===== src/rtl/signal_debouncer_pkg.sv =====
// ============================================================================
// Module   : signal_debouncer_pkg
// Purpose  : Shared definitions for the signal debouncer: qualify-FSM state
//            encodings, glitch counter width/limit and a small state helper.
// Ports    : none (package)
// Revision : 1.0 - initial release
// ============================================================================
`default_nettype none

package signal_debouncer_pkg;

  // Fixed 2-bit encodings; the LSB set means "qualifying a candidate".
  typedef enum logic [1:0] {
    STABLE_LO = 2'd0,
    CHECK_HI  = 2'd1,
    STABLE_HI = 2'd2,
    CHECK_LO  = 2'd3
  } state_t;

  localparam int GLITCH_CNT_W = 8;
  localparam logic [GLITCH_CNT_W-1:0] GLITCH_CNT_MAX = {GLITCH_CNT_W{1'b1}};

  function automatic logic is_check(input state_t s);
    return (s == CHECK_HI) || (s == CHECK_LO);
  endfunction

endpackage

`default_nettype wire


===== src/rtl/signal_debouncer_sync_ff_chain.sv =====
// ============================================================================
// Module   : sync_ff_chain
// Purpose  : Generic multi-flop synchroniser for asynchronous inputs. Each bit
//            passes through STAGES flops; all flops reset to RESET_VALUE.
// Ports    : clk      - sampling clock
//            rst      - synchronous, active-high reset
//            i_async  - asynchronous input bus [WIDTH-1:0]
//            o_sync   - synchronised output (last flop) [WIDTH-1:0]
// Revision : 1.0 - initial release
// ============================================================================
`default_nettype none

module sync_ff_chain #(
  parameter int               WIDTH       = 1,
  parameter int               STAGES      = 2,
  parameter logic [WIDTH-1:0] RESET_VALUE = '0
) (
  input  logic             clk,
  input  logic             rst,
  input  logic [WIDTH-1:0] i_async,
  output logic [WIDTH-1:0] o_sync
);

  logic [STAGES-1:0][WIDTH-1:0] stage_d;
  logic [STAGES-1:0][WIDTH-1:0] stage_q;

  always_comb begin
    stage_d    = stage_q;
    stage_d[0] = i_async;
    for (int i = 1; i < STAGES; i++) begin
      stage_d[i] = stage_q[i-1];
    end
  end

  always_ff @(posedge clk) begin
    if (rst) begin
      stage_q <= {STAGES{RESET_VALUE}};
    end else begin
      stage_q <= stage_d;
    end
  end

  assign o_sync = stage_q[STAGES-1];

endmodule

`default_nettype wire


===== src/rtl/signal_debouncer.sv =====
// ============================================================================
// Module   : signal_debouncer
// Purpose  : Turns a bouncing asynchronous level into a clean synchronous
//            level. A SYNC_STAGES-deep synchroniser feeds a 4-state qualify
//            FSM that accepts a new level only after STABLE_CYCLES equal
//            consecutive samples.
// Ports    : in_clock       - system clock (rising edge)
//            in_reset       - synchronous, active-high reset
//            in_signal      - raw asynchronous level
//            out_signal     - debounced level, straight from a flop
//            out_unstable   - 1 while a candidate transition is qualifying
//            out_glitch_cnt - saturating count of rejected transitions
// Config   : DEBOUNCE_GLITCH_CNT_EN - when defined, out_glitch_cnt is a live
//            saturating counter; otherwise it is tied to zero, no flops.
// Revision : 1.0 - initial release
// ============================================================================
`default_nettype none

module signal_debouncer
  import signal_debouncer_pkg::*;
#(
  parameter int SYNC_STAGES   = 2,
  parameter int STABLE_CYCLES = 1000
) (
  input  logic                    in_clock,
  input  logic                    in_reset,
  input  logic                    in_signal,
  output logic                    out_signal,
  output logic                    out_unstable,
  output logic [GLITCH_CNT_W-1:0] out_glitch_cnt
);

  localparam int               CNT_W    = $clog2(STABLE_CYCLES);
  localparam logic [CNT_W-1:0] CNT_ONE  = CNT_W'(1);
  localparam logic [CNT_W-1:0] CNT_LAST = CNT_W'(STABLE_CYCLES - 1);

  logic sync_s;

  sync_ff_chain #(
    .WIDTH       (1),
    .STAGES      (SYNC_STAGES),
    .RESET_VALUE (1'b0)
  ) u_sync (
    .clk     (in_clock),
    .rst     (in_reset),
    .i_async (in_signal),
    .o_sync  (sync_s)
  );

  state_t           state_d,    state_q;
  logic [CNT_W-1:0] cnt_d,      cnt_q;
  logic             signal_d,   signal_q;
  logic             unstable_d, unstable_q;

  // Next-state logic. Entering CHECK_* already counts the first equal
  // sample, so acceptance happens on the STABLE_CYCLES-th one. Any sample
  // back at the old level aborts and discards the partial count.
  always_comb begin
    state_d  = state_q;
    cnt_d    = cnt_q;
    signal_d = signal_q;
    case (state_q)
      STABLE_LO: begin
        if (sync_s) begin
          state_d = CHECK_HI;
          cnt_d   = CNT_ONE;
        end
      end
      CHECK_HI: begin
        if (!sync_s) begin
          state_d = STABLE_LO;
          cnt_d   = '0;
        end else if (cnt_q == CNT_LAST) begin
          state_d  = STABLE_HI;
          signal_d = 1'b1;
          cnt_d    = '0;
        end else begin
          cnt_d = cnt_q + CNT_ONE;
        end
      end
      STABLE_HI: begin
        if (!sync_s) begin
          state_d = CHECK_LO;
          cnt_d   = CNT_ONE;
        end
      end
      CHECK_LO: begin
        if (sync_s) begin
          state_d = STABLE_HI;
          cnt_d   = '0;
        end else if (cnt_q == CNT_LAST) begin
          state_d  = STABLE_LO;
          signal_d = 1'b0;
          cnt_d    = '0;
        end else begin
          cnt_d = cnt_q + CNT_ONE;
        end
      end
      default: begin
        state_d  = STABLE_LO;
        cnt_d    = '0;
        signal_d = 1'b0;
      end
    endcase
    // Registered alongside the state so it never glitches.
    unstable_d = is_check(state_d);
  end

  always_ff @(posedge in_clock) begin
    if (in_reset) begin
      state_q    <= STABLE_LO;
      cnt_q      <= '0;
      signal_q   <= 1'b0;
      unstable_q <= 1'b0;
    end else begin
      state_q    <= state_d;
      cnt_q      <= cnt_d;
      signal_q   <= signal_d;
      unstable_q <= unstable_d;
    end
  end

  assign out_signal   = signal_q;
  assign out_unstable = unstable_q;

`ifdef DEBOUNCE_GLITCH_CNT_EN
  logic                    abort;
  logic [GLITCH_CNT_W-1:0] glitch_cnt_d, glitch_cnt_q;

  // An abort is a CHECK_* state seeing the old stable level again.
  always_comb begin
    abort        = ((state_q == CHECK_HI) && !sync_s) ||
                   ((state_q == CHECK_LO) &&  sync_s);
    glitch_cnt_d = glitch_cnt_q;
    if (abort && (glitch_cnt_q != GLITCH_CNT_MAX)) begin
      glitch_cnt_d = glitch_cnt_q + GLITCH_CNT_W'(1);
    end
  end

  always_ff @(posedge in_clock) begin
    if (in_reset) begin
      glitch_cnt_q <= '0;
    end else begin
      glitch_cnt_q <= glitch_cnt_d;
    end
  end

  assign out_glitch_cnt = glitch_cnt_q;
`else
  assign out_glitch_cnt = '0;
`endif

endmodule

`default_nettype wire

===== config.mk =====
export PLATFORM = sky130hd
export DESIGN_NAME = signal_debouncer
export DESIGN_NICKNAME = d
export VERILOG_FILES = /design/src/rtl/signal_debouncer_pkg.sv /design/src/rtl/signal_debouncer_sync_ff_chain.sv /design/src/rtl/signal_debouncer.sv
export SDC_FILE = /design/constraint.sdc
export NUM_CORES = 1
export LEC_CHECK = 0
export ABC_AREA = 1
export ABC_CLOCK_PERIOD_IN_PS = 2600
export CAP_MARGIN = 20
export CORE_ASPECT_RATIO = 0.6
export CORE_MARGIN = 5
export CORE_UTILIZATION = 28
export CTS_CLUSTER_DIAMETER = 30
export CTS_CLUSTER_SIZE = 20
export DETAILED_ROUTE_END_ITERATION = 12
export DONT_BUFFER_PORTS = 1
export PLACE_DENSITY = 0.48
export SLEW_MARGIN = 20
export SYNTH_ARGS = -nofsm -noshare
export SYNTH_HDL_FRONTEND = slang
export SYNTH_SLANG_ARGS = --single-unit

===== constraint.sdc =====
create_clock -name in_clock -period 2.6 [get_ports in_clock]
set_input_delay 0.26 -clock in_clock [delete_from_list [all_inputs] [get_ports in_clock]]
set_output_delay 0.26 -clock in_clock [all_outputs]
set_load 0.05 [all_outputs]

Yosys cells after proc, flatten, opt, wreduce, memory -nomap -nowiden. Cells that the tools add are included.

Register bits after elaboration: 16. Bits in latches: 0. Memory bits (writable): 0. Bits in read-only memories: 0. Input bits: 3. Output and inout port bits: 10. Logic and storage cells: 42. Memories kept: 0.

Add/sub/neg operators: 1. Multiply operators: 0. Divide/modulo/power cells: 0. Magnitude comparators: 0. Equality and inequality tests: 12. Shift-type cells: 0. Muxes and demuxes: 18. Bitwise gates (word level): 0. Reduce and logical (&&, ||, !) cells: 5.

Operators by type and width (count): $mux W10 (5); $pmux W10 S4 (1); $mux W2 (6); $add A10 B1 Y10 const B (1); $eq A10 B10 Y1 const B (1); $ne A2 B2 Y1 const B (4); $pmux W2 S4 (1); $eq A2 B2 Y1 const B (3); $reduce_and A5 Y1 (1); $eq A2 B1 Y1 const B (2); $mux W1 (4); $ne A2 B1 Y1 const B (2); $logic_not A2 Y1 (1); $pmux W1 S2 (1); $reduce_and A2 Y1 (1); $reduce_bool A2 Y1 (1); $logic_or A1 B1 Y1 (1).

Longest topological paths before layout. Gate-level depths: netlist of the first run.

Depth in word-level cells: 6. Depth in mapped cells: 9. Depth with buffers taken out: 9.

Modules after synthesis. A second synthesis of the first run with hierarchy kept.

Cells, all modules: 126. Area total of the unflattened synthesis: 907.1 um^2.

By module, submodules not included: signal_debouncer (times used 1, cells an instance 120, area an instance 852.1 um^2, sequential area each 260.2 um^2); sync_ff_chain (times used 1, cells an instance 6, area an instance 55.1 um^2, sequential area each 40.0 um^2).

Worst setup path after synthesis of the first run. Ideal clock, no wire load.

Kind: reg-to-reg. From: register state_q[0]. To: register cnt_q[4]. Setup time: 0.073 ns. Data arrival time: 1.405 ns. Required time: 2.527 ns. Path slack: 1.122 ns. Stages on the path, launching flop included: 8. Buffers on the path: 1. Path through: dfxtp_1 inv_1 nand3_1 buf_6 nand3_1 nand2_1 inv_1 nor3_2.

Word-level cells in the longest chain between the ends: 3. Elaborated cells on any way between the ends: 8. Classes of those cells: eq/ne (5); mux (1); reduce/logical (2).

Ends and longest elaborated chain: start, declared (RTL line signal_debouncer.sv:50) `state_t state_d, state_q;`; start signal, assigned (RTL line signal_debouncer.sv:116) `state_q <= state_d;`; $eq A2 B2 Y1 or $logic_not A2 Y1 (tied branches) (RTL line signal_debouncer.sv:62) `case (state_q)`; $ne A2 B2 Y1 (no line) or $ne A2 B1 Y1 (tied branches); $reduce_and A2 Y1 (no line); end signal, assigned (RTL line signal_debouncer.sv:117) `cnt_q <= cnt_d;`; end, declared (RTL line signal_debouncer.sv:51) `logic [CNT_W-1:0] cnt_d, cnt_q;`.

Several ways; a longest one is shown, not always the timed one. A chain may end at the register's enable or synchronous reset.

Final worst setup path of the first run. Same ends and word-level chain as after synthesis.

==> results of run 1 <==
## final cells by class
class / count / area (sq um)
multi-input cells: 80 / 409
well taps: 42 / 52.6
fillers: 325 / 1990
inverters: 20 / 75.1
flip-flops and latches: 15 / 300
clock buffers: 4 / 45.0
## cells by family after synthesis
family | synth area share [%]
AND/OR/NAND/NOR | 35.4
buffers and inverters | 18.1
flip-flops | 36.0
AO/OA/AOI/OAI | 5.40
XOR/XNOR | 3.15
adder cells (fa/ha/maj) | 1.50
other | 0.449
## registers in the layout, summed over array words and instances, names as in the netlist
signal	cells
u_sync.stage_d	1
out_signal	1
cnt_q	10
state_q	2
u_sync.o_sync	1
## worst max-delay path, delay by kind of cell, from the launching register on
family / cells / cell delay (ps)
simple gates: 4 / 740
flops: 1 / 660
buf+inv: 2 / 260
## layer usage
| metal | share of wire (%) | global-route usage [%] | up-vias |
|---|---|---|---|
| met4 | 2.4 | 5.06 | 0 |
| met2 | 32 | 9.62 | 13 |
| met5 | 0 | 0 | - |
| met1 | 60 | 12.4 | 257 |
| met3 | 5.1 | 3.61 | 4 |
| li1 | - | - | 351 |
## Yosys cell counts
cell,number
nor2_1,12
ha_1,1
o31ai_1,1
o21ai_1,1
nand2_2,1
nor2_2,5
a21o_1,1
a21oi_1,5
buf_4,8
nand2_1,24
nor3_1,2
xor2_1,3
inv_1,19
nor3_2,2
nand2_4,1
dfxtp_1,15
nand3_1,7
nand4_1,3
conb_1,1
buf_6,1
buf_2,1
nand3_2,1
nor2_4,1
inv_2,1
and3_1,1
## metrics by stage
stage	cells	cell area, sq um	power [W]	setup WS, ps	hold WS [ps]
4_1_cts	161	882	0.000479	844	64.7
6_report	161	882	0.000471	871	74.3
3_5_place_dp	157	837	0.000282	863	334
5_1_grt	161	882	0.000498	664	51.2
2_1_floorplan	125	861	0.000292	1120	367
3_3_place_gp	157	837	0.000282	930	332
## how the worst max path moves through the flow
stage,from,endpoint,cells after the start
after floorplan,state_q[0],cnt_q[4],7
after global placement,state_q[0],cnt_q[4],6
after detailed placement,state_q[0],cnt_q[4],6
after CTS,state_q[0],cnt_q[4],6
after global routing,state_q[0],cnt_q[4],6
final,state_q[0],cnt_q[4],6
## power breakdown
group	internal (W)	leakage [nW]	switching, W
Clock	0.000109	0.0228	0.0000845
Sequential	0.000233	0.121	0.00000348
Combinational	0.00000478	0.261	0.0000368
Total	0.000346	0.405	0.000125
==> run metrics, run 1 <==
run status complete, no violations; H-tree levels 1; CTS tree yes; Post-DRT Antenna Nets 0; Post-Syn Area 835 sq um; Area Overhead vs Synth 5.70%; largest area contributor in the netlist dfxtp_1; sequential area share after synthesis 36.0%; Crit-path slowest cell dfxtp_1; WL final 1450 microns; Final Critical Period 1730 ps; synthesis warning total 0; #FFs+latches synth 15; drt wl/cell 9.01 microns; Setup Fix Bufs, Post-CTS 0; Syn Inst Count 118; critical path endpoint category flop; Worst-Margin Slew 540 ps; vias per cell 3.88; Initial Util 29.1%; worst min path class in -> reg; count of cell types in the netlist 25; Worst R2R End cnt_q[4]; iteration count of the initial detailed-routing pass 4; clk_lat worst skew 250 ps; Root Driver clkbuf_8; DRC 0; Antenna Cells 0; IO Port Bufs 0; Mapped Avg Cell Area 7.07 sq um; Rows 15; antenna violations before repair 0; Synth top area share 36.0%; post-route core utilization 30.7%; Die ar. 4210 sq um; pin count of the biggest net entering global routing 12; Nets 124; core area 2870 sq um; Fin Clk Skew 6.31 ps; DRT iter0 DRCs 55; critical path type reg -> reg; vias in the first global route 555; # IOs 13; Lkg Pwr 0.405 nW; Post-CTS Resized 0; DP HPWL 1100 microns; WHS Endpoint cnt_q[8]; most common cell after layout, fill and taps aside nand2_1; Worst EP required 2780 ps; global route total overflow 0; Die Wd 80.5 microns; worst r2r src state_q[0]; Final Hold Viols 0; CTS sink cnt 15; clk buf depth 2; crit path launch type flop; RSZ-0062 raised after global routing false; Max Slew Vio Count 0; share of layout cells above drive strength 1 12.6%; slowest stage delay, CP 660 ps; hold depth 1; Num CTS Buffers 3; RePlAce Congestion 0.720; HP Start in_reset; GRT Util Overall 8.48%; Final Cycle Share 66.5%; crit path max fanout 11; Max Cap Viol 0; setup violators final 0; Vias 625; chip height 52.3 microns; # hold bufs at CTS 0; P per Cell Area 534 nW/um^2; VDD IR max 0.295 mV; Synth area leaders dfxtp_1 36%, nand2_1 11%, inv_1 8.5%; Fmax 0.578 GHz; Arr. time, crit path 1910 ps; clk slew on worst S/H paths 60 ps; first-pass GRT wire length 2620 microns; Rel. slew slack 64.0%; FF-to-FF setup slack 870 ps; commonest non-fill, non-tap cells in the layout 24 x nand2_1, 19 x inv_1, 15 x dfxtp_1, 12 x nor2_1, 8 x conb_1; worst path cell trace inv_1 > nand3_1 > nand3_1 > nand2_1 > inv_1 > nor3_2; Worst R2R Path Depth 6; Setup TNS 0 ps
(Power assumes the default switching activity.)
==> inputs of run 2 (changes only) <==
- ABC_CLOCK_PERIOD_IN_PS: 2600 -> 1400
- PLACE_DENSITY: 0.48 -> 0.5
- clock period: 2.6 -> 1.4 ns (I/O delays scaled with it)
==> run metrics, run 2 (same netlist as run 1, synthesis figures left out) <==
IO Port Bufs 0; Nets 132; DRT iter0 DRCs 58; critical path endpoint category flop; Top Registers cnt_q x10, state_q x2; PnR worst setup slack 112 ps; pin count of the biggest net entering global routing 12; H-tree levels 1; Final Hold Viols 0; CTS tree yes; Biggest register cnt_q; commonest non-fill, non-tap cells in the layout 23 x nand2_1, 19 x inv_1, 12 x nor2_1, 12 x dfxtp_1, 8 x conb_1; Final Cycle Share 92.0%; Vias 657; Post-DRT Antenna Nets 0; Lkg Pwr 0.448 nW; clk_lat worst skew 250 ps; Largest register FFs 10; Arr. time, crit path 1430 ps; crit path max fanout 6; Fmax 0.776 GHz; Flop pwr share 49.6%; share of layout cells above drive strength 1 21.3%; global route total overflow 0; Setup TNS 0 ps; clock network fraction of design power 39.6%; Worst EP required 1540 ps; combinational share of power 10.7%; pre-CTS WS 17.2 ps; Fillers 304; CTS sink cnt 15; switch share 26.4%; VDD IR max 0.483 mV; RSZ-0062 raised after global routing true; Area Overhead vs Synth 15.9%; GRT Util Overall 7.89%; first-pass GRT wire length 2480 microns; Fin Clk Skew 8.54 ps; antenna violations before repair 0; most common cell after layout, fill and taps aside nand2_1; core area 2870 sq um; clk slew on worst S/H paths 70 ps; DP HPWL 1150 microns; Max Slew Vio Count 0; Die ar. 4210 sq um; internal power 0.000647 W; crit path launch type flop; WL final 1510 microns; DRC 0; chip height 52.3 microns; Antenna Cells 0; vias per cell 3.89; drt wl/cell 8.92 microns; clk buf depth 2; worst min path class in -> reg; RePlAce Congestion 0.832; iteration count of the initial detailed-routing pass 4; vias in the first global route 526; placed cell count 162; setup violators final 0; Initial Util 29.1%; storage element area 304 sq um; critical path type reg -> reg; P per Cell Area 908 nW/um^2; # IOs 13; Psw 0.000232 W; Die Wd 80.5 microns; Rows 15; Num CTS Buffers 3; multi-input logic area 424 sq um; Final Critical Period 1290 ps; Root Driver clkbuf_8; run status complete, no violations; FF-to-FF setup slack 110 ps; Max Cap Viol 0; Final Non-Filler Cells 169
-- run 2: changes by cell type in the layout (fill, tap and decap cells not counted), moves of 2 or more --
| cell | previous run | this run |
|---|---|---|
| buf_4 | 0 | 6 |
| dfxtp_1 | 15 | 12 |
| dfxtp_2 | 0 | 3 |
| dlygate4sd3_1 | 0 | 2 |
-- run 2: cell type report --
cell class | instances | share of cell area [%]
well taps | 42 | 5.43
repair buffers | 8 | 6.73
flip-flops and latches | 15 | 31.4
inverters | 20 | 7.76
clock inverters | 1 | 0.517
multi-input cells | 80 | 43.9
clock buffers | 3 | 4.27
-- run 2: power groups by stage --
| stage | combinational [W] | clock [W] | sequential, W |
|---|---|---|---|
| CTS | 0.0000935 | 0.000364 | 0.000435 |
| detailed placement | 0.0000866 | 0 | 0.000444 |
| global placement | 0.0000875 | 0 | 0.000444 |
| finish | 0.0000944 | 0.000348 | 0.000436 |
| floorplan | 0.0000961 | 0 | 0.000447 |
| global route | 0.000100 | 0.000382 | 0.000436 |
-- run 2: worst max-delay path: stages, from the launching register on --
cell,delay [ps]
dfxtp_2,360
ha_4,140
nand2_1,70
nor2_2,120
nand3_2,120
nor2_4,190
a21oi_1,100
nand2_1,60
inv_1,30
-- run 2: repair_timing --
item	4_1_cts	5_1_grt
hold endpoints to repair	6	0
hold buffers	2	0
pin swaps	1	2
setup endpoints to repair	2	11
resized for setup	0	5
setup buffers	1	0
-- run 2: path summary, 6_finish.rpt --
path                                      end  depth (start not counted)               from
worst min register to register  u_sync.o_sync                          2  u_sync.stage_d[1]
worst max-delay path               out_signal                          8           cnt_q[1]
worst max register to register     out_signal                          8           cnt_q[1]
worst min-delay path               out_signal                          3           in_reset
-- run 2: stage by stage --
step	utilization (%)	total power, W	hold WS (ps)	cell area (sq um)
5_1_grt	33.7	0.000918	59.3	967
3_5_place_dp	30.5	0.000531	212	876
2_1_floorplan	-	0.000543	247	862
4_1_cts	33.1	0.000892	35.7	950
3_3_place_gp	30.5	0.000532	212	876
6_report	33.7	0.000879	43.5	967
-- run 2: per-layer routing --
metal / GRT usage, % / up-vias / part of all wire [%]
met5: 0 / - / 0
met4: 3.37 / 0 / 1.3
met3: 3.09 / 2 / 4.7
met2: 9.48 / 12 / 37
met1: 11.8 / 276 / 57
li1: - / 367 / -
==> inputs of run 3 (changes only) <==
- ABC_AREA: 1 -> not set
- SLEW_MARGIN: 20 -> not set
==> run metrics, run 3 <==
Die ar. 3900 sq um; Final Cycle Share 102%; Fmax 0.698 GHz; delay-heaviest family, CP simple AND/OR/NAND/NOR gates; commonest non-fill, non-tap cells in the layout 16 x buf_4, 10 x dfxtp_1, 8 x xor2_1, 8 x conb_1, 7 x nor3_1; # IOs 13; H-tree levels 1; Max Cap Viol 0; synthesis warning total 0; Die Wd 77.3 microns; hold depth 1; Mapped Avg Cell Area 8.96 sq um; drt wl/cell 14.0 microns; clk buf depth 2; Post-DRT Antenna Nets 0; Post-synth top flop dfxtp_1; first-pass GRT wire length 3080 microns; iteration count of the initial detailed-routing pass 3; chip height 50.4 microns; RePlAce Congestion 0.749; #FFs+latches synth 15; slowest stage delay, CP 410 ps; Post-Syn Area 762 sq um; worst r2r src cnt_q[1]; core area 2560 sq um; Post-synth EDFFs 0; post-route core utilization 40.4%; share of layout cells above drive strength 1 36.5%; Final Critical Period 1430 ps; Rows 14; Worst R2R Path Depth 5; DRT iter0 DRCs 38; pre-CTS WS -63.8 ps; sequential area share after synthesis 39.4%; clk slew on worst S/H paths 60 ps; Initial Util 29.8%; clk_lat worst skew 250 ps; pin count of the biggest net entering global routing 16; Synth top area share 39.4%; Final Hold Viols 13; vias in the first global route 621; vias per cell 4.90; setup violators final 3; count of cell types in the netlist 27; HP Start in_reset; Min Hold Slack -56.4 ps; Worst R2R End out_signal; Num CTS Buffers 3; worst min path class in -> reg; Fillers 253; Area Overhead vs Synth 35.5%; RSZ-0062 raised after global routing true; Largest register FFs 10; failing checks hold timing, setup timing; Final Non-Filler Cells 136; IO Port Bufs 0; Nets 109; DP HPWL 1260 microns; # hold bufs at CTS 2; critical path type reg -> reg; P per Cell Area 880 nW/um^2; crit path launch type flop; VDD IR max 0.405 mV; FF-to-FF setup slack -30 ps; Worst EP required 1590 ps; Arr. time, crit path 1620 ps; GRT Util Overall 10.4%; WL final 1900 microns; Lkg Pwr 0.403 nW; most common cell after layout, fill and taps aside buf_4; Commonest cells post-synth 15 x dfxtp_1, 9 x buf_4, 8 x nor3_1, 8 x xor2_1, 5 x nor2_1; placed cell count 127; global route total overflow 0; antenna violations before repair 0; FFs w/ async S/R, synth 0%; critical path endpoint category flop; Crit-path slowest cell or4_1; PnR worst setup slack -32.9 ps; CTS tree yes; Vias 666; WHS Endpoint cnt_q[9]; run status complete, but fails checks; Root Driver clkbuf_8; Antenna Cells 0; Fin Clk Skew 5.04 ps; Syn Inst Count 85; Synth area leaders dfxtp_1 39%, xor2_1 9.2%, buf_4 8.9%; worst path cell trace ha_4 > and4_4 > nand4_4 > or4_1 > a31oi_1; DRC 0; count leader, synth dfxtp_1; Top Registers cnt_q x10, state_q x2; largest area contributor in the netlist dfxtp_1; Buf/Inv on CP 0; Max Slew Vio Count 0; crit path max fanout 4; Biggest register cnt_q; CTS sink cnt 15
## run 3: metal layers
| layer | track usage (%) | vias up | wire length, microns |
|---|---|---|---|
| met5 | 0 | - | 0 |
| met4 | 6.00 | 0 | 57 |
| met3 | 4.46 | 7 | 101 |
| met2 | 14.1 | 17 | 812 |
| met1 | 13.6 | 313 | 928 |
| li1 | - | 329 | - |
## run 3: layout make-up
class / instances / area [sq um] / area share (%)
clock buffers: 4 / 45.0 / 4.36
inverters: 4 / 15.0 / 1.45
multi-input cells: 62 / 474 / 45.9
flip-flops and latches: 15 / 307 / 29.7
well taps: 32 / 40.0 / 3.88
repair buffers: 19 / 151 / 14.7
## run 3: how the worst max path moves through the flow
stage | from | endpoint | slack, ps | cells past startpoint
floorplan | cnt_q[1] | out_signal | -10 | 5
finish | cnt_q[1] | out_signal | -30 | 5
detailed placement | cnt_q[1] | out_signal | -60 | 5
global placement | cnt_q[1] | out_signal | -20 | 5
CTS | cnt_q[1] | out_signal | -20 | 5
global route | cnt_q[1] | out_signal | -80 | 5
## run 3: kinds of logic (layout without fill, tap and decap cells)
family / after synthesis / after routing / synth area share [%]
xor+xnor: 8 / 8 / 9.20
compound gates: 14 / 14 / 12.8
other cells: 1 / 8 / 0.492
fa+ha+maj: 1 / 1 / 1.64
mux: 1 / 1 / 1.31
simple gates: 30 / 30 / 23.3
flops: 15 / 15 / 39.4
buf+inv: 15 / 27 / 11.8
## run 3: metrics by stage
stage | power [W] | area, sq um | TNS (ps) | hold WS, ps
2_1_floorplan | 0.000550 | 808 | -13.7 | 210
3_3_place_gp | 0.000547 | 878 | -20.8 | 210
3_5_place_dp | 0.000548 | 878 | -114 | 209
4_1_cts | 0.000911 | 978 | -23.6 | -56.9
5_1_grt | 0.000947 | 1030 | -236 | -67.7
6_report | 0.000908 | 1030 | -49.0 | -56.4
## run 3: timing repair
item | CTS | global route
pin swaps | 0 | 3
endpoints found under the setup margin | 3 | 11
setup buffers | 3 | 0
resized for setup | 3 | 12
hold endpoints to repair | 15 | 13
## run 3: worst reg2reg max path, delay by kind of cell, from the launching register on
family          cells  cell delay, ps
compound gates      1             130
fa+ha+maj           1             140
flops               1             350
simple gates        3             760
## run 3: power by group
group / internal (W) / leakage, nW / switching [W]
sequential: 0.000435 / 0.124 / 0.00000751
combinational: 0.0000278 / 0.257 / 0.0000822
clock: 0.000202 / 0.0228 / 0.000153
total: 0.000665 / 0.403 / 0.000243
